### src/rtl/time_keeper.sv
// time_keeper: timebase for the ammeter clock.
// Divides the system clock down to a tick and keeps seconds/minutes/hours
// counters for the PWM meter drivers. A whole-time load and per-field
// increments set the clock. Each cycle the priority is load > increment > tick.
// A tick that collides with an increment is held for one cycle, not lost.
module time_keeper #(
  parameter int SYSCLKHZ  = 50_000_000,
  parameter int TICK_HZ   = 1,
  parameter int HOUR_MODE = 24
) (
  input  logic       clk,
  input  logic       Rst_n,
  input  logic       En,
  input  logic       ld_stb,
  input  logic [7:0] ld_sec,
  input  logic [7:0] ld_min,
  input  logic [7:0] ld_hour,
  input  logic       inc_stb,
  input  logic [1:0] inc_sel,
  output logic [7:0] sec_o,
  output logic [7:0] min_o,
  output logic [7:0] hour_o,
  output logic       tick_o,
  output logic       ld_err_o
);

  localparam int              DIV       = SYSCLKHZ / TICK_HZ;
  localparam int              CW        = (DIV > 1) ? $clog2(DIV) : 1;
  localparam logic [CW-1:0]   PRESC_MAX = CW'(DIV - 1);
  localparam logic [7:0]      SEC_MAX   = 8'd59;
  localparam logic [7:0]      HOUR_MAX  = 8'(HOUR_MODE - 1);

  // Reject parameterisations the counters cannot honour.
  if (HOUR_MODE != 24 && HOUR_MODE != 12) begin : g_bad_hour_mode
    $error("time_keeper: HOUR_MODE must be 12 or 24");
  end
  if (DIV < 2) begin : g_bad_div
    $error("time_keeper: SYSCLKHZ/TICK_HZ must be at least 2");
  end

  logic [CW-1:0] presc_q, presc_d;
  logic          pend_q, pend_d;
  logic [7:0]    sec_q, sec_d;
  logic [7:0]    min_q, min_d;
  logic [7:0]    hour_q, hour_d;
  logic          tick_q, tick_d;
  logic          ld_err_q, ld_err_d;

  logic tick_int;
  logic ld_ok;
  logic inc_act;

  // Increment with wrap to zero once the field's limit is reached.
  function automatic logic [7:0] wrap_inc(input logic [7:0] v, input logic [7:0] max);
    return (v >= max) ? 8'd0 : v + 8'd1;
  endfunction

  // Next-state: prescaler, then the load > increment > tick priority mux.
  always_comb begin
    // NOTE: every next-state signal gets a default before any branch, so no
    // path can leave one unassigned and infer a latch.
    presc_d  = presc_q;
    pend_d   = pend_q;
    sec_d    = sec_q;
    min_d    = min_q;
    hour_d   = hour_q;
    tick_d   = 1'b0;

    tick_int = En && (presc_q == PRESC_MAX);
    ld_ok    = ld_stb && (ld_sec <= SEC_MAX) && (ld_min <= SEC_MAX) && (ld_hour <= HOUR_MAX);
    inc_act  = inc_stb && (inc_sel != 2'd3);
    ld_err_d = ld_stb && !ld_ok;

    if (En) begin
      presc_d = tick_int ? '0 : presc_q + 1'b1;
    end

    if (ld_ok) begin
      // A valid load restarts the second: prescaler and pending tick are dropped.
      sec_d   = ld_sec;
      min_d   = ld_min;
      hour_d  = ld_hour;
      presc_d = '0;
      pend_d  = 1'b0;
    end else if (inc_act) begin
      // Setting a field never carries; a colliding tick waits in pend.
      case (inc_sel)
        2'd0:    sec_d  = wrap_inc(sec_q, SEC_MAX);
        2'd1:    min_d  = wrap_inc(min_q, SEC_MAX);
        2'd2:    hour_d = wrap_inc(hour_q, HOUR_MAX);
        default: ;
      endcase
      pend_d = pend_q | tick_int;
    end else if (pend_q || tick_int) begin
      // One tick: seconds, with carries rippling into minutes and hours.
      sec_d = wrap_inc(sec_q, SEC_MAX);
      if (sec_q == SEC_MAX) begin
        min_d = wrap_inc(min_q, SEC_MAX);
        if (min_q == SEC_MAX) begin
          hour_d = wrap_inc(hour_q, HOUR_MAX);
        end
      end
      pend_d = 1'b0;
      tick_d = 1'b1;
    end
  end

  // State registers: prescaler, pending tick, time fields and output pulses.
  always_ff @(posedge clk or negedge Rst_n) begin
    if (!Rst_n) begin
      presc_q  <= '0;
      pend_q   <= 1'b0;
      sec_q    <= 8'd0;
      min_q    <= 8'd0;
      hour_q   <= 8'd0;
      tick_q   <= 1'b0;
      ld_err_q <= 1'b0;
    end else begin
      // NOTE: non-blocking assignments so every register samples the values
      // from before this edge, independent of statement order.
      presc_q  <= presc_d;
      pend_q   <= pend_d;
      sec_q    <= sec_d;
      min_q    <= min_d;
      hour_q   <= hour_d;
      tick_q   <= tick_d;
      ld_err_q <= ld_err_d;
    end
  end

  assign sec_o    = sec_q;
  assign min_o    = min_q;
  assign hour_o   = hour_q;
  assign tick_o   = tick_q;
  assign ld_err_o = ld_err_q;

  // A second tick must never arrive while one is still pending.
  a_no_double_pend: assert property (@(posedge clk) disable iff (!Rst_n) !(pend_q && tick_int));
  a_sec_range:      assert property (@(posedge clk) disable iff (!Rst_n) sec_q <= SEC_MAX);
  a_min_range:      assert property (@(posedge clk) disable iff (!Rst_n) min_q <= SEC_MAX);
  a_hour_range:     assert property (@(posedge clk) disable iff (!Rst_n) hour_q <= HOUR_MAX);

endmodule

### config.mk
export PLATFORM = sky130hd
export DESIGN_NAME = time_keeper
export DESIGN_NICKNAME = d
export VERILOG_FILES = /design/src/rtl/time_keeper.sv
export SDC_FILE = /design/constraint.sdc
export NUM_CORES = 1
export LEC_CHECK = 0
export ABC_AREA = 1
export CAP_MARGIN = 20
export CELL_PAD_IN_SITES_DETAIL_PLACEMENT = 1
export CELL_PAD_IN_SITES_GLOBAL_PLACEMENT = 1
export CORE_ASPECT_RATIO = 1.25
export CORE_MARGIN = 3
export CORE_UTILIZATION = 42
export CTS_CLUSTER_SIZE = 40
export DETAILED_ROUTE_END_ITERATION = 12
export PLACE_DENSITY_LB_ADDON = 0.1
export SYNTH_ARGS = -nofsm -noshare
export SYNTH_HDL_FRONTEND = slang
export SYNTH_SLANG_ARGS = --single-unit
### constraint.sdc
create_clock -name clk -period 2.6 [get_ports clk]
set_input_delay 0.65 -clock clk [delete_from_list [all_inputs] [get_ports clk]]
set_output_delay 0.65 -clock clk [all_outputs]
set_load 0.005 [all_outputs]
Yosys cells after proc, flatten, opt, wreduce, memory -nomap -nowiden --
Cells that the tools add are included.
Operators by class: add/sub/neg operators 4, $lt $le $gt $ge 6, equal/unequal tests 9, mux-type cells 27, bitwise logic cells 1, reduce and logical (&&, ||, !) cells 16
Operators with widths (number):
- $mux W8 | 18
- $mux W26 | 3
- $add A26 B1 Y26 const B | 1
- $eq A26 B26 Y1 const B | 1
- $add A8 B1 Y8 const B | 3
- $eq A8 B6 Y1 const B | 2
- $ge A8 B6 Y1 const B | 2
- $le A8 B6 Y1 const B | 2
- $ne A3 B2 Y1 const B | 3
- $reduce_bool A3 Y1 | 3
- $ge A8 B5 Y1 const B | 1
- $le A8 B5 Y1 const B | 1
- $logic_and A1 B1 Y1 | 6
- $mux W1 | 6
- $reduce_and A4 Y1 | 1
- $reduce_and A3 Y1 | 1
- $eq A2 B1 Y1 const B | 1
- $eq A2 B2 Y1 const B | 1
- $logic_not A2 Y1 | 1
- $ne A2 B2 Y1 const B | 1
- $reduce_and A2 Y1 | 1
- $reduce_bool A2 Y1 | 1
- $logic_not A1 Y1 | 1
- $logic_or A1 B1 Y1 | 1
- $or A1 B1 Y1 | 1
Storage, ports and cells: register bits 53, bits of input ports 31, output and inout port bits 26, logic and storage cells 70

Logic depth before layout (Yosys ltp) --
Gate-level depths: netlist of the first run.
word-level depth 7, gate-level depth with buffers 13, gate-level depth less buffers 12

Least setup slack after synthesis of the first run --
No wires, ideal clock.
kind in2reg, start input port ld_sec[7], end register presc_q[20], setup time 120 ps, data arrival time 1600 ps, data required time 2480 ps, slack 880 ps, stages on the path 9, buffers on the path 1, path through nor2_1 nand2_1 nor2_2 nand3_4 nand2_2 buf_6 nand3_1 o21ai_0 nor2_1
Between the ends: word-level cells in the longest chain between the ends 5
RTL lines:
- start, declared | line 15 | input logic [7:0] ld_sec,
- $le A8 B6 Y1 * | line 70 | ld_ok = ld_stb && (ld_sec <= SEC_MAX) && (ld_min <= SEC_MAX) && (ld_hour <= HOUR_MAX);
- $logic_and A1 B1 Y1 * (3 in a row) | line 70
- $mux W26 / $reduce_bool A2 Y1 (equally long branches)
- end signal, assigned | line 121 | presc_q <= presc_d;
- end, declared | line 41 | logic [CW-1:0] presc_q, presc_d;
Mark *: on every way between the ends. The rest lies on a longest branch, timed or not. A chain may end at the register's enable or synchronous reset.

Worst setup path in the final report of the first run --
start input port ld_min[3], end register hour_q[2] (netlist: hour_o[2])
Between the ends: word-level cells in the longest chain between the ends 5
RTL lines:
- start, declared | line 16 | input logic [7:0] ld_min,
- $le A8 B6 Y1 * | line 70
- $logic_and A1 B1 Y1 * (2 in a row) | line 70
- $ne A3 B2 Y1 (no line) / $reduce_bool A3 Y1 (equally long branches)
- $reduce_and A4 Y1 (no line)
- end signal, assigned | line 125 | hour_q <= hour_d;
- end, declared | line 45 | logic [7:0] hour_q, hour_d;
Marks and branches as above.

==> run summary, run 1 <==
Synth-to-Final Area Change: 22.0%
Fraction of registers with async set/reset: 100%
Clock Tree Root: sky130_fd_sc_hd__clkbuf_8
First-pass GRT wire length: 18,700 um
Max_cap viols: 0
Worst hold slack across all endpoints: 337 ps
Distinct cells, synth: 34
Final GP Congestion: 0.866
Count of buffers from port buffering: 56
CTS clock-pin slew for the worst setup and hold paths: 100 ps
Total negative setup slack: 0 ps
Setup repair after global routing missed its margin: false
Most area-consuming cells after synthesis: sky130_fd_sc_hd__dfrtp_1 (37%), sky130_fd_sc_hd__nand2_1 (18%), sky130_fd_sc_hd__inv_1 (6.5%)
Commonest non-fill, non-tap cell in the layout: sky130_fd_sc_hd__nand2_1
Share of cells above drive strength 1: 8.75%
Number of CTS-inserted buffers: 5
Number of enable-type register cells in the synthesized netlist: 0
Flip-flop cell with the highest count after synthesis: sky130_fd_sc_hd__dfrtp_1
Site Rows: 37
Number of antenna violations at the first check in global routing: 0
Starting utilization of the core area: 43.5%
Total count of max-transition violations in the final report: 0
Floorplan die area: 9800 sq um
Actual transition at the worst max-transition pin: 618 ps
Hold buffer count at cts: 0
Cell count after synthesis: 533
Data required time at the worst endpoint: 2870 ps
Die boundary height: 110 um
Routed WL per cell: 15.9 um
Final Critical Period: 2120 ps
Worst max-slew margin expressed relative to the limit: 58.8%
Maximum clock skew at final layout: 9.20 ps
DP Wirelength: 8820 um
DRC marker count from the first detailed-route iteration: 136
Count of antenna-violating nets left after detailed routing: 0
Largest net degree at the start of global routing: 31
Register bit total from synthesis: 53
Crit Path Category: primary input to flip-flop
Peak clock frequency supported by timing: 473 MHz
Static Leakage: 2.16 nW
Number of nets in the layout: 628
Antenna diode count: 0
Clk_lat worst skew: 320 ps
Category of the worst setup path capture point: flip-flop
Commonest non-fill, non-tap cells in the layout: sky130_fd_sc_hd__nand2_1 (175), sky130_fd_sc_hd__inv_1 (63), sky130_fd_sc_hd__nor2_1 (62)
Router iterations before antenna repair: 4
Total count of hold-check failures in the final report: 0
DRC violations left: 0
Quantity of gates resized following cts: 0
Total nets after synthesis: 568
DRT Wirelength: 11,000 um
Worst-case clock buffer depth: 2
Power per unit of standard cell area: 596 nW/um^2
Worst vdd rail ir drop: 0.271 mV
Total global routing overflow: 0
Sequential area share after synthesis: 36.6%
Status: completed
Clock sink count: 53
Synthesized area: 3630 sq um
Boundary pin count: 57
Setup violations, final: 0
Area inside the core boundary: 8330 sq um
Depth of the CTS H-tree: 2
Vias in the first global route: 3,960
Die outline width: 89.1 um
Type of the tightest min-delay check: primary input to async pin
CTS tree: done
Routed via count divided by cell count: 5.27
Final clock period utilization by the worst path: 81.4%
Total routing usage reported by global routing: 24.3%
Post-synth top area share: 36.6%
Post-CTS repair timing setup buffer count: 0
Largest fanout of any net on the critical path: 17
Synth warnings: 0
Largest area contributor in the synthesized netlist: sky130_fd_sc_hd__dfrtp_1
Total via count after detailed routing: 3,642
Startpoint types: primary input
Arrival time at the worst endpoint: 2380 ps
Mapped Avg Cell Area: 6.81 sq um
[cell usage after synthesis, drive strengths merged (5+ instances only)]
cell	n
a21oi	12
buf	9
dfrtp	53
inv	67
nand2	186
nand3	41
nand3b	5
nand4	13
nor2	76
nor3	16
o21ai	23
xor2	12
[worst paths after layout]
check | from | to | slack [ps] | depth (start not counted)
max | ld_min[3] | hour_o[2] | 480 | 10
min | Rst_n | presc_q[23] | 340 | 1
max reg2reg | presc_q[1] | presc_q[17] | 660 | 11
min in group clk | hour_o[5] | hour_o[5] | 520 | 2
min reg2reg | hour_o[5] | hour_o[5] | 520 | 2
max in group asynchronous | Rst_n | hour_o[4] | 1690 | 2
[layout make-up]
type                            count  area (sq um)
Clock buffer                        6          82.6
Clock inverter                      2          37.5
Fill cell                        1097          3910
Inverter                           68           260
Multi-Input combinational cell    403          1970
Sequential cell                    53          1330
Tap cell                           97           121
Timing Repair Buffer               62           626
[routing by layer]
metal,wire length [um],GRT usage [%]
met5,0,0
met2,6020,44.9
met3,263,2.92
met4,201,7.13
met1,4490,28.8
[report_power, final]
group | internal (mW) | switching (mW) | leakage [nW]
Sequential | 0.968 | 0.212 | 0.679
Clock | 0.314 | 0.294 | 0.0574
Combinational | 0.413 | 0.436 | 1.43
[registers in the layout, summed over array words and instances, names as in the netlist]
| register | flops |
|---|---|
| tick_o | 1 |
| pend_q | 1 |
| min_o | 8 |
| presc_q | 26 |
| hour_o | 8 |
| sec_o | 8 |
| ld_err_o | 1 |
[per-stage QoR]
| step | power (mW) | setup slack (ps) | util, % | area (sq um) | std cells |
|---|---|---|---|---|---|
| after CTS | 2.67 | 508 | 53.1 | 4430 | 691 |
| after global routing | 2.82 | 351 | 53.1 | 4430 | 691 |
| final | 2.64 | 484 | 53.1 | 4430 | 691 |
| after global placement | 2.00 | 196 | 51.7 | 4310 | 683 |
| after detailed placement | 2.04 | 156 | 51.7 | 4310 | 683 |
| after floorplan | 1.62 | 880 | - | 3630 | 533 |
[logic make-up (layout without fill, tap and decap cells)]
family | count (synthesis) | in the layout | synth area share, %
AO/OA/AOI/OAI | 42 | 42 | 6.14
AND/OR/NAND/NOR | 342 | 342 | 43.2
adder cells (fa/ha/maj) | 4 | 4 | 1.38
XOR/XNOR | 15 | 15 | 3.62
flip-flops | 53 | 53 | 36.6
buffers and inverters | 77 | 138 | 9.10
[worst max-delay path, stage by stage]
cell and delay, ps:
sky130_fd_sc_hd__clkdlybuf4s50_1 450, sky130_fd_sc_hd__nand2_1 110, sky130_fd_sc_hd__nor2_1 60, sky130_fd_sc_hd__nor2_1 190, sky130_fd_sc_hd__nand3_4 200, sky130_fd_sc_hd__inv_2 290, sky130_fd_sc_hd__nand2_1 130, sky130_fd_sc_hd__o21ai_0 110
sky130_fd_sc_hd__nand3_1 110, sky130_fd_sc_hd__nand2_1 70
No activity file was read; power rests on OpenSTA's default activity.
==> inputs of run 2 (changes only) <==
--- a/config.mk
+++ b/config.mk
@@ -11,7 +11,7 @@
 export CELL_PAD_IN_SITES_GLOBAL_PLACEMENT = 1
 export CORE_ASPECT_RATIO = 1.25
 export CORE_MARGIN = 3
-export CORE_UTILIZATION = 42
+export CORE_UTILIZATION = 39
 export CTS_CLUSTER_SIZE = 40
 export DETAILED_ROUTE_END_ITERATION = 12
 export PLACE_DENSITY_LB_ADDON = 0.1
==> constraint.sdc (replaced) <==
create_clock -name clk -period 2 [get_ports clk]
set_input_delay 0.5 -clock clk [delete_from_list [all_inputs] [get_ports clk]]
set_output_delay 0.5 -clock clk [all_outputs]
set_load 0.005 [all_outputs]
==> run summary, run 2 (synthesis results as in run 1) <==
Status: completed
Fraction of power spent switching nets: 35.0%
Number of antenna violations at the first check in global routing: 0
First-pass GRT wire length: 19,500 um
Area inside the core boundary: 8890 sq um
Worst-case clock buffer depth: 2
Sequential power share: 42.0%
Final clock period utilization by the worst path: 97.0%
Type of the tightest min-delay check: primary input to async pin
Arrival time at the worst endpoint: 2170 ps
Worst vdd rail ir drop: 0.317 mV
Max_cap viols: 0
Worst hold slack across all endpoints: 157 ps
Router iterations before antenna repair: 4
Number of standard cells in the layout, taps in and fillers out: 753
Routed via count divided by cell count: 5.06
Crit Path Category: primary input to flip-flop
Peak clock frequency supported by timing: 515 MHz
Depth of the CTS H-tree: 2
CTS clock-pin slew for the worst setup and hold paths: 110 ps
Total count of max-transition violations in the final report: 0
Maximum clock skew at final layout: 13.0 ps
Count of antenna-violating nets left after detailed routing: 0
Floorplan die area: 10,500 sq um
Clock network fraction of design power: 25.1%
Data required time at the worst endpoint: 2230 ps
Largest net degree at the start of global routing: 54
DRC violations left: 0
CTS tree: done
Setup violations, final: 0
Antenna diode count: 0
Final instance area: 4840 sq um
Boundary pin count: 57
Largest register FFs: 26
Category of the worst setup path capture point: flip-flop
Power share of the combinational group: 32.9%
Power per unit of standard cell area: 748 nW/um^2
Share of cells above drive strength 1: 16.3%
Worst max-slew margin expressed relative to the limit: 74.1%
Switching Power: 1.27 mW
Commonest non-fill, non-tap cells in the layout: sky130_fd_sc_hd__nand2_1 (171), sky130_fd_sc_hd__inv_1 (63), sky130_fd_sc_hd__nor2_1 (57)
Final GP Congestion: 0.868
Startpoint types: primary input
Internal Power: 2.35 mW
Site Rows: 38
Static Leakage: 2.37 nW
Routed WL per cell: 15.7 um
Actual transition at the worst max-transition pin: 385 ps
Number of placed instances, taps included: 743
Total count of hold-check failures in the final report: 0
Total global routing overflow: 0
Starting utilization of the core area: 40.8%
Final design utilization: 54.5%
Vias in the first global route: 4,195
Clock Tree Root: sky130_fd_sc_hd__clkbuf_8
Largest register by flop count: presc_q
Number of nets in the layout: 667
Total routing usage reported by global routing: 23.3%
Fill cell instance count of the final layout: 1,194
Final Critical Period: 1940 ps
Largest fanout of any net on the critical path: 8
Count of buffers from port buffering: 56
Hold buffer count at cts: 0
DRC marker count from the first detailed-route iteration: 112
DP Wirelength: 9190 um
Number of CTS-inserted buffers: 5
Total cell area at the placement stage: 4610 sq um
Synth-to-Final Area Change: 33.4%
Commonest non-fill, non-tap cell in the layout: sky130_fd_sc_hd__nand2_1
Total via count after detailed routing: 3,807
Die outline width: 92.3 um
Die boundary height: 114 um
Clk_lat worst skew: 330 ps
DRT Wirelength: 11,900 um
Clock sink count: 53
## run 2: cell types whose count changed in the layout (fill, tap and decap cells not counted), moves of 2 or more
cell                      before  now
sky130_fd_sc_hd__buf_4         4   41
sky130_fd_sc_hd__nor2_1       62   57
sky130_fd_sc_hd__nand2_1     175  171
sky130_fd_sc_hd__nor2_4        2    6
sky130_fd_sc_hd__nand2_2       9   12
sky130_fd_sc_hd__nand3_1      37   35
sky130_fd_sc_hd__nand3_2       2    4
## run 2: per-stage QoR
step	worst slack [ps]	power [mW]	setup TNS, ps
2_1_floorplan	430	2.10	0
3_3_place_gp	-240	2.65	-8090
3_5_place_dp	-304	2.71	-10430
4_1_cts	58.3	3.62	0
5_1_grt	-40.8	3.85	-106
6_report	59.0	3.62	0
## run 2: power groups by stage
| stage | sequential [mW] | combinational [mW] | clock (mW) |
|---|---|---|---|
| floorplan | 1.48 | 0.619 | 0 |
| finish | 1.52 | 1.19 | 0.909 |
| CTS | 1.51 | 1.19 | 0.920 |
| global route | 1.55 | 1.34 | 0.964 |
| global placement | 1.52 | 1.13 | 0 |
| detailed placement | 1.53 | 1.18 | 0 |
## run 2: what timing repair did
action	CTS	global route
resized for setup	0	20
buffers inserted	0	1
setup endpoints to repair	0	37
## run 2: worst max-delay path, cell delays in order
cell and delay (ps):
sky130_fd_sc_hd__clkdlybuf4s50_1 490, sky130_fd_sc_hd__nand2_1 120, sky130_fd_sc_hd__nor2_4 170, sky130_fd_sc_hd__nor2_4 70, sky130_fd_sc_hd__nand3_4 120, sky130_fd_sc_hd__buf_4 150
sky130_fd_sc_hd__o211ai_1 130, sky130_fd_sc_hd__nand2_4 160, sky130_fd_sc_hd__clkinv_4 100, sky130_fd_sc_hd__nand2_1 90, sky130_fd_sc_hd__nand2_1 60
## run 2: layout make-up
| class | count | area (sq um) | share of cell area (%) |
|---|---|---|---|
| timing repair buffer | 100 | 915 | 18.9 |
| tap | 120 | 150 | 3.10 |
| clock buffer | 5 | 68.8 | 1.42 |
| sequential | 53 | 1330 | 27.4 |
| multi-input combinational | 404 | 2060 | 42.5 |
| clock inverter | 3 | 65.1 | 1.34 |
| inverter | 68 | 260 | 5.37 |
## run 2: final timing paths
path | from | to | slack, ps | cells after the start
min in group clk | min_o[6] | min_o[6] | 530 | 2
max in group asynchronous | Rst_n | presc_q[7] | 1590 | 2
max | ld_sec[5] | sec_o[2] | 60 | 11
min reg2reg | min_o[6] | min_o[6] | 530 | 2
max reg2reg | presc_q[1] | presc_q[25] | 230 | 10
min | Rst_n | presc_q[22] | 160 | 2
## run 2: per-layer routing
layer	vias up	global-route usage (%)	wire length, um	share of wire (%)
li1	1878	-	-	-
met3	13	3.23	316	2.7
met1	1850	26.2	4800	41
met2	66	44.2	6490	55
met4	0	8.72	239	2.0
met5	-	0	0	0
